**src/rtl/uop_sequencer.sv**
```systemverilog
// Micro-op sequencer: captures 1-3 uops per instruction from decode and
// issues them one per cycle (uop_2 -> uop_1 -> uop_0) to the execute stage.
module uop_sequencer #(
  parameter int UOP_W = 20
) (
  input  logic             clk,
  input  logic             a_rst,
  input  logic             hold,
  input  logic             flush,
  output logic             feed_req,
  input  logic             feed_ack,
  input  logic [UOP_W-1:0] uop_0_in,
  input  logic [UOP_W-1:0] uop_1_in,
  input  logic [UOP_W-1:0] uop_2_in,
  input  logic [1:0]       uop_count,
  input  logic             exec_ready,
  output logic [UOP_W-1:0] uop_out,
  output logic             uop_valid,
  output logic             uop_last,
  output logic [1:0]       uop_idx
);

  logic [UOP_W-1:0] slot0_r;
  logic [UOP_W-1:0] slot1_r;
  logic [UOP_W-1:0] slot2_r;
  logic [1:0]       idx_r;
  logic             busy_r;

  logic             xfer_s;
  logic             last_s;
  logic             capture_s;
  logic [1:0]       start_idx_s;

  // Handshake terms; feed_req must never depend on feed_ack.
  always_comb begin
    last_s      = busy_r & (idx_r == 2'd0);
    xfer_s      = busy_r & exec_ready & ~hold;
    feed_req    = ~hold & ~flush & (~busy_r | (xfer_s & last_s));
    capture_s   = feed_ack & feed_req;
    start_idx_s = (uop_count == 2'd3) ? 2'd2 : uop_count;
  end

  // Output view of the current slot, driven from registers only.
  always_comb begin
    case (idx_r)
      2'd0:    uop_out = slot0_r;
      2'd1:    uop_out = slot1_r;
      2'd2:    uop_out = slot2_r;
      default: uop_out = {UOP_W{1'b0}};
    endcase
    uop_valid = busy_r;
    uop_last  = last_s;
    uop_idx   = idx_r;
  end

  // Sequencer state: flush beats capture, capture beats advance; hold freezes all.
  always_ff @(posedge clk or negedge a_rst) begin
    if (!a_rst) begin
      slot0_r <= {UOP_W{1'b0}};
      slot1_r <= {UOP_W{1'b0}};
      slot2_r <= {UOP_W{1'b0}};
      idx_r   <= 2'd0;
      busy_r  <= 1'b0;
    end else if (!hold) begin
      if (flush) begin
        idx_r  <= 2'd0;
        busy_r <= 1'b0;
      end else if (capture_s) begin
        slot0_r <= uop_0_in;
        slot1_r <= uop_1_in;
        slot2_r <= uop_2_in;
        idx_r   <= start_idx_s;
        busy_r  <= 1'b1;
      end else if (xfer_s) begin
        if (idx_r != 2'd0) begin
          idx_r <= idx_r - 2'd1;
        end else begin
          busy_r <= 1'b0;
        end
      end
    end
  end

endmodule

```
**config.mk**
```make
export PLATFORM = sky130hd
export DESIGN_NAME = uop_sequencer
export DESIGN_NICKNAME = d
export VERILOG_FILES = /design/src/rtl/uop_sequencer.sv
export SDC_FILE = /design/constraint.sdc
export NUM_CORES = 1
export LEC_CHECK = 0
export CAP_MARGIN = 15
export CORE_UTILIZATION = 50
export DETAILED_ROUTE_END_ITERATION = 8
export PLACE_DENSITY = 0.85
export RECOVER_POWER = 50
export SLEW_MARGIN = 0
export SYNTH_ARGS = -nofsm -noshare
export SYNTH_HDL_FRONTEND = slang
export SYNTH_SLANG_ARGS = --single-unit
export TNS_END_PERCENT = 1
```
**constraint.sdc**
```tcl
create_clock -name clk -period 5.5 [get_ports clk]
set_input_delay 0.55 -clock clk [delete_from_list [all_inputs] [get_ports clk]]
set_output_delay 0.55 -clock clk [all_outputs]
set_load 0.01 [all_outputs]
```
==> results of run 1 <==
worst max-delay path by stage:
stage	depth (start not counted)	to	start	slack, ps
2_1_floorplan	7	slot0_r[0]	uop_idx[0]	3440
3_3_place_gp	5	slot2_r[16]	uop_idx[1]	2520
5_1_grt	2	slot1_r[0]	a_rst	1610
6_report	5	feed_req	uop_idx[1]	2180
4_1_cts	5	feed_req	uop_idx[1]	2330
3_5_place_dp	5	slot1_r[17]	uop_idx[1]	2420
worst max-delay path, cell delays in order, from the launching register on:
cell and delay, ps:
sky130_fd_sc_hd__dfrtp_1 420, sky130_fd_sc_hd__inv_1 130, sky130_fd_sc_hd__ha_1 760, sky130_fd_sc_hd__a21boi_0 330, sky130_fd_sc_hd__nor3_1 240, sky130_fd_sc_hd__clkdlybuf4s50_1 570
power breakdown:
group	leakage [nW]	total [W]	switching [W]	internal [W]
sequential	0.749	0.000742	0.000112	0.000630
clock	0.0942	0.000368	0.000172	0.000196
combinational	1.14	0.000882	0.000350	0.000532
total	1.98	0.00199	0.000634	0.00136
per-layer routing:
| layer | up-vias | global-route usage (%) | part of all wire [%] |
|---|---|---|---|
| met5 | - | 0 | 0 |
| met4 | 0 | 10.2 | 1.8 |
| met3 | 13 | 3.54 | 4.6 |
| met2 | 74 | 38.4 | 52 |
| met1 | 1052 | 28.2 | 42 |
| li1 | 930 | - | - |
flip-flops by register name, indices dropped and copies added, names as in the netlist:
signal,count
slot0_r,20
slot1_r,20
slot2_r,20
uop_idx,2
uop_valid,1
metrics by stage:
stage	cell area [um^2]	power (W)	setup slack [ps]	std cells	hold WS, ps
after global routing	4120	0.00209	1610	368	526
after global placement	3940	0.00161	2520	353	496
after detailed placement	3940	0.00164	2420	353	495
after CTS	4130	0.00201	2330	368	412
after floorplan	3030	0.00124	3440	203	254
final	4120	0.00199	2180	368	515
area by class of cell:
class,count,area [um^2],share of cell area [%]
flip-flops and latches,63,1580,38.3
clock inverters,3,17.5,0.425
well taps,72,90.1,2.19
inverters,5,18.8,0.455
repair buffers,93,920,22.3
clock buffers,12,165,4.01
multi-input cells,120,1330,32.4
placed cells by master (no fill, tap or decap):
cell | netlist | final
sky130_fd_sc_hd__dlygate4sd3_1 | 0 | 10
sky130_fd_sc_hd__clkbuf_1 | 8 | 1
sky130_fd_sc_hd__nor2_1 | 22 | 22
sky130_fd_sc_hd__clkbuf_8 | 0 | 12
sky130_fd_sc_hd__clkinvlp_4 | 0 | 1
sky130_fd_sc_hd__a21oi_1 | 2 | 2
sky130_fd_sc_hd__a222oi_1 | 20 | 20
sky130_fd_sc_hd__nor3_1 | 1 | 1
sky130_fd_sc_hd__a21boi_0 | 0 | 1
sky130_fd_sc_hd__clkinv_2 | 0 | 2
sky130_fd_sc_hd__o22ai_1 | 2 | 2
sky130_fd_sc_hd__buf_2 | 1 | 1
sky130_fd_sc_hd__mux2i_1 | 4 | 4
sky130_fd_sc_hd__inv_1 | 5 | 5
sky130_fd_sc_hd__ha_1 | 4 | 4
sky130_fd_sc_hd__nor2b_1 | 2 | 2
sky130_fd_sc_hd__or4b_4 | 0 | 1
sky130_fd_sc_hd__dfrtp_1 | 63 | 63
sky130_fd_sc_hd__mux2_2 | 2 | 2
sky130_fd_sc_hd__clkdlybuf4s50_1 | 0 | 81
sky130_fd_sc_hd__and2_0 | 0 | 1
sky130_fd_sc_hd__mux2_4 | 58 | 58
cell families after synthesis:
family | share of synthesized area [%]
AOI/OAI and AO/OA | 7.60
buffers and inverters | 4.01
muxes | 30.8
DFF | 52.1
and+or+nand+nor | 3.84
adders and majority gates | 1.65
==> impl_results.md, run 1 <==
- Overall die area: 6370 um^2
- Max Clock Freq: about 300 MHz
- Pin count of the biggest net entering global routing: 64
- Syn Inst Count: between 200 and 250
- Peak supply drop: 0.259 mV
- Antenna Diode Count: 0
- HPWL after DPL: 4.55 mm
- Max Cap Viol: 1
- Setup clock skew after layout: 9.65 ps
- Clock latency reported for the late side of the worst-skew pair: 330 ps
- Initial core utilization: 53.4%
- Net count, final: 364
- Clk Tree Root Cell: sky130_fd_sc_hd__clkbuf_8
- Data required time at the worst endpoint: 4950 ps
- Synthesized Nets: 275
- Crit start category: register
- Top cell types by occurrence after synthesis: sky130_fd_sc_hd__dfrtp_1 (63), sky130_fd_sc_hd__mux2_4 (58), sky130_fd_sc_hd__nor2_1 (22)
- Area contributors post-synth: sky130_fd_sc_hd__dfrtp_1 (52%), sky130_fd_sc_hd__mux2_4 (29%), sky130_fd_sc_hd__a222oi_1 (6.6%)
- Layout cell share with drive strength beyond 1: 26.0%
- Number of gates resized after cts: 0
- Site Rows: 27
- Port Buffers: around 90
- Reported leakage power: 1.98 nW
- Worst Hold Depth: 1
- Data arrival time at the worst-slack endpoint: 2770 ps
- Worst setup slack for register-to-register paths: between 2000 and 2500 ps
- Actual transition at the worst max-transition pin: 3190 ps
- Area of the mapped netlist: about 3000 um^2
- Register clock-pin slew on the reported worst setup and hold paths: 70 ps
- Most frequently used cell type in the post-synthesis netlist: sky130_fd_sc_hd__dfrtp_1
- Clock sinks: 63
- First-pass detailed-route iteration total: 4
- Hold path start: slot0_r[19]
- Total of endpoints with negative setup slack in the final report: 0
- Vias in the first global route: between 2000 and 2500
- TritonCTS clock tree: yes
- Remaining max-slew budget at the tightest pin: -113%
- Endpoint type of the worst setup path: output port
- Post-Route Utilization: 72.6%
- Initial antenna violation count: 0
- Aggregate global routing overflow: 0
- Count of flip-flops with a built-in enable after synthesis: 0
- Fillers: ~380
- Core outline area: 5680 um^2
- Power per Cell Area: 484 nW/um^2
- Final Cycle Share: 60.4%
- Total detailed-routing wirelength: just under 7 mm
- Number of top-level design ports: 93
- Time the worst path needs with I/O delays and setup: between 3000 and 4000 ps
- Reg-to-Reg End: slot0_r[18]
- Share of the synthesized area in the top cell type: 52.1%
- Total number of vias: just over 2000
- Ys flop type: sky130_fd_sc_hd__dfrtp_1
- Count of antenna-violating nets left after detailed routing: 0
- Number of post-CTS setup repair buffers: 0
- Count of unresolved DRC violations after routing: 0
- Placer Congestion: ~0.73
- YS warnings: 0
- Final Slew Violations: 64
- Endpoint of the worst hold path: slot0_r[19]
- Overall die width: 79.8 um
- Share of synthesized area occupied by flip-flops and latches: 52.1%
- Reg2reg start: uop_idx[1]
- Setup repair after global routing missed its margin: no
- Number of hold-repair buffers added at the cts stage: 0
- Class of the most critical hold timing path: reg2reg
- Wire per inst: 18.5 um
- Worst R2R Path Depth: 5
- Initial DRC count: around 160
- Number of buffers inserted during clock tree synthesis: 9
- Syn_area_per_cell: 14.9 um^2
- Height of the chip: ~80 um
- Area delta synth->final: 36.1%
- FFs w/ async S/R, synth: 100%
- Run status: finished with violations
- Global-route wire length before repair: between 10 and 15 mm
- CP Max Fanout: 23
- Clock Path Buffers: 2
- H-Tree Depth: 3
- Worst Setup Path Type: reg2out
- Synthesized flop and latch total: 63
- Violations in the final reports: capacitance limit, slew limit
- Number of hold violations in the final report: 0
- All-layer global routing usage: ~23%
- Most area-hungry cell type in the Yosys netlist: sky130_fd_sc_hd__dfrtp_1
- Number of distinct standard cells referenced by the synthesized netlist: 18
- Vias per cell: 5.62
- Post-route setup TNS: 0 ps
Power figures use the tool's default switching activity.
==> run 2: changes to the inputs <==
--- a/config.mk
+++ b/config.mk
@@ -6,9 +6,9 @@
 export NUM_CORES = 1
 export LEC_CHECK = 0
 export CAP_MARGIN = 15
-export CORE_UTILIZATION = 50
+export CORE_UTILIZATION = 42
 export DETAILED_ROUTE_END_ITERATION = 8
-export PLACE_DENSITY = 0.85
+export PLACE_DENSITY = 0.76
 export RECOVER_POWER = 50
 export SLEW_MARGIN = 0
 export SYNTH_ARGS = -nofsm -noshare
==> constraint.sdc (replaced) <==
create_clock -name clk -period 2.8 [get_ports clk]
set_input_delay 0.28 -clock clk [delete_from_list [all_inputs] [get_ports clk]]
set_output_delay 0.28 -clock clk [all_outputs]
set_load 0.01 [all_outputs]
==> impl_results.md, run 2 (synthesis results as in run 1) <==
- Run status: complete, no violations
- Height of the chip: slightly below 90 um
- Endpoint type of the worst setup path: output port
- Reg-to-Reg End: slot1_r[12]
- Number of buffers inserted during clock tree synthesis: 9
- Setup clock skew after layout: 10.6 ps
- Max Clock Freq: 389 MHz
- Number of top-level design ports: 93
- Data arrival time at the worst-slack endpoint: 2290 ps
- Worst setup slack for register-to-register paths: 480 ps
- Slowest stage cell on the critical path: sky130_fd_sc_hd__clkdlybuf4s50_1
- Initial core utilization: around 44%
- Clock latency reported for the late side of the worst-skew pair: 330 ps
- Aggregate global routing overflow: 0
- Most common cell after layout, fill and taps aside: sky130_fd_sc_hd__clkdlybuf4s50_1
- Site Rows: 30
- Switching Power: 0.00123 W
- Total number of vias: ~2000
- Count of antenna-violating nets left after detailed routing: 0
- Peak supply drop: ~0.49 mV
- Final Slew Violations: 0
- Initial antenna violation count: 0
- Clock sinks: 63
- H-Tree Depth: 3
- Total detailed-routing wirelength: 6.95 mm
- Remaining max-slew budget at the tightest pin: 26.4%
- Logic pwr share: approximately two fifths
- Internal power: slightly below 0.003 W
- Most frequent cells in the layout: sky130_fd_sc_hd__clkdlybuf4s50_1 (88), sky130_fd_sc_hd__dfrtp_1 (63), sky130_fd_sc_hd__mux2_4 (51)
- Total of endpoints with negative setup slack in the final report: 0
- Crit start category: register
- Area delta synth->final: 40.5%
- Setup crit start: uop_idx[0]
- Global-route wire length before repair: 11.3 mm
- Core outline area: 6870 um^2
- Capturing instance or port of the critical path: uop_out[14]
- Vias in the first global route: 2225
- Buf+Inv Stages, Crit Path: 2
- Port Buffers: 92
- Area of combinational cells with multiple inputs: 1310 um^2
- Max Cap Viol: 0
- CP Cell Sequence: inv_1, ha_2, a222oi_1, nor2_1, clkdlybuf4s50_1
- Class of the most critical hold timing path: reg2reg
- First-pass detailed-route iteration total: 5
- Net count, final: 369
- Worst Setup Path Type: reg2out
- Overall die width: 86.9 um
- Setup repair after global routing missed its margin: no
- Overall die area: between 7000 and 8000 um^2
- Worst R2R Path Depth: 6
- Kind of cell adding the most delay to the critical path: buffers and inverters
- Number of non-filler instances in the completed layout: approximately 400
- Register clock-pin slew on the reported worst setup and hold paths: 70 ps
- Number of hold violations in the final report: 0
- Placed cell count: 381
- Levels on crit path: 5
- Fillers: 560
- Count of unresolved DRC violations after routing: 0
- Reg2reg start: uop_idx[0]
- Actual transition at the worst max-transition pin: 1100 ps
- Clock power frac: 23.3%
- Post-route setup TNS: 0 ps
- Time the worst path needs with I/O delays and setup: 2570 ps
- Critical Path Max Stage Delay: ~570 ps
- Clock Path Buffers: 2
- Pin count of the biggest net entering global routing: 25
- TritonCTS clock tree: yes
- Number of post-CTS setup repair buffers: 0
- Reported leakage power: 1.99 nW
- All-layer global routing usage: roughly 20%
- Wire per inst: 17.5 um
- Register share of total power: 34.8%
- Placer Congestion: 0.739
- Final Cycle Share: 91.8%
- Switch share: 29.8%
- Registers with the highest flip-flop counts: slot0_r x20, slot1_r x20, slot2_r x20
- HPWL after DPL: 4.68 mm
- Reg area: 1580 um^2
- Layout cell share with drive strength beyond 1: 25.5%
- CP Max Fanout: 20
- Antenna Diode Count: 0
- Power per Cell Area: 973 nW/um^2
- Clk Tree Root Cell: sky130_fd_sc_hd__clkbuf_8
- Initial DRC count: between 100 and 150
- Data required time at the worst endpoint: 2520 ps
- Vias per cell: 5.15
run 2: cell count changes in the layout (fill, tap and decap cells not counted), moves of 3 or more:
cell / previous run / this run
sky130_fd_sc_hd__mux2_1: 0 / 7
sky130_fd_sc_hd__mux2_4: 58 / 51
sky130_fd_sc_hd__dlygate4sd3_1: 10 / 4
sky130_fd_sc_hd__clkdlybuf4s50_1: 81 / 88
sky130_fd_sc_hd__bufinv_16: 0 / 3
run 2: power by group through the flow:
stage	Clock, W	Sequential [W]	Combinational [W]
global placement	0	0.00144	0.00176
CTS	0.000982	0.00144	0.00180
global route	0.00103	0.00147	0.00187
finish	0.000963	0.00144	0.00174
detailed placement	0	0.00145	0.00178
floorplan	0	0.00139	0.00104
run 2: layout make-up:
class                      count  share of cell area [%]
sequential                    63                    37.0
clock inverter                 6                    2.53
timing repair buffer          98                    23.1
clock buffer                  10                    3.23
tap                           96                    2.82
multi-input combinational    120                    30.8
inverter                       5                   0.441
run 2: stage by stage:
stage / total power (W) / hold slack [ps] / area (um^2) / setup WS (ps) / utilization, %
finish: 0.00414 / 499 / 4260 / 230 / 61.9
global route: 0.00437 / 517 / 4260 / 77.3 / 61.9
CTS: 0.00421 / 425 / 4290 / 199 / 62.4
detailed placement: 0.00322 / 263 / 4030 / 293 / 58.6
global placement: 0.00319 / 260 / 4030 / 351 / 58.6
floorplan: 0.00243 / -15.6 / 3030 / 744 / -
run 2: how the worst min path moves through the flow:
stage / start / endpoint / slack, ps / depth (start not counted)
6_report: slot1_r[18] / slot1_r[18] / 500 / 1
5_1_grt: slot1_r[18] / slot1_r[18] / 520 / 1
4_1_cts: a_rst / slot2_r[19] / 430 / 2
3_5_place_dp: a_rst / slot2_r[19] / 260 / 1
3_3_place_gp: a_rst / slot2_r[10] / 260 / 1
2_1_floorplan: a_rst / slot0_r[0] / -20 / 0
run 2: worst register-to-register path, stage by stage, from the launching register on:
cell,delay (ps)
sky130_fd_sc_hd__dfrtp_1,430
sky130_fd_sc_hd__inv_1,130
sky130_fd_sc_hd__ha_1,190
sky130_fd_sc_hd__a21boi_0,140
sky130_fd_sc_hd__or4b_4,730
sky130_fd_sc_hd__buf_12,270
sky130_fd_sc_hd__mux2_4,320
run 2: per-layer routing:
layer	vias up	part of all wire, %	GRT usage (%)
li1	944	-	-
met1	1026	43	25.4
met3	13	5.4	5.12
met5	-	0	0
met2	66	49	32.1
met4	0	2.4	8.79
run 2: repair_timing:
action,in CTS,in global routing
setup endpoints to repair,20,0
gates resized for setup,2,0
endpoints found under the hold margin,18,0
hold buffers,1,0
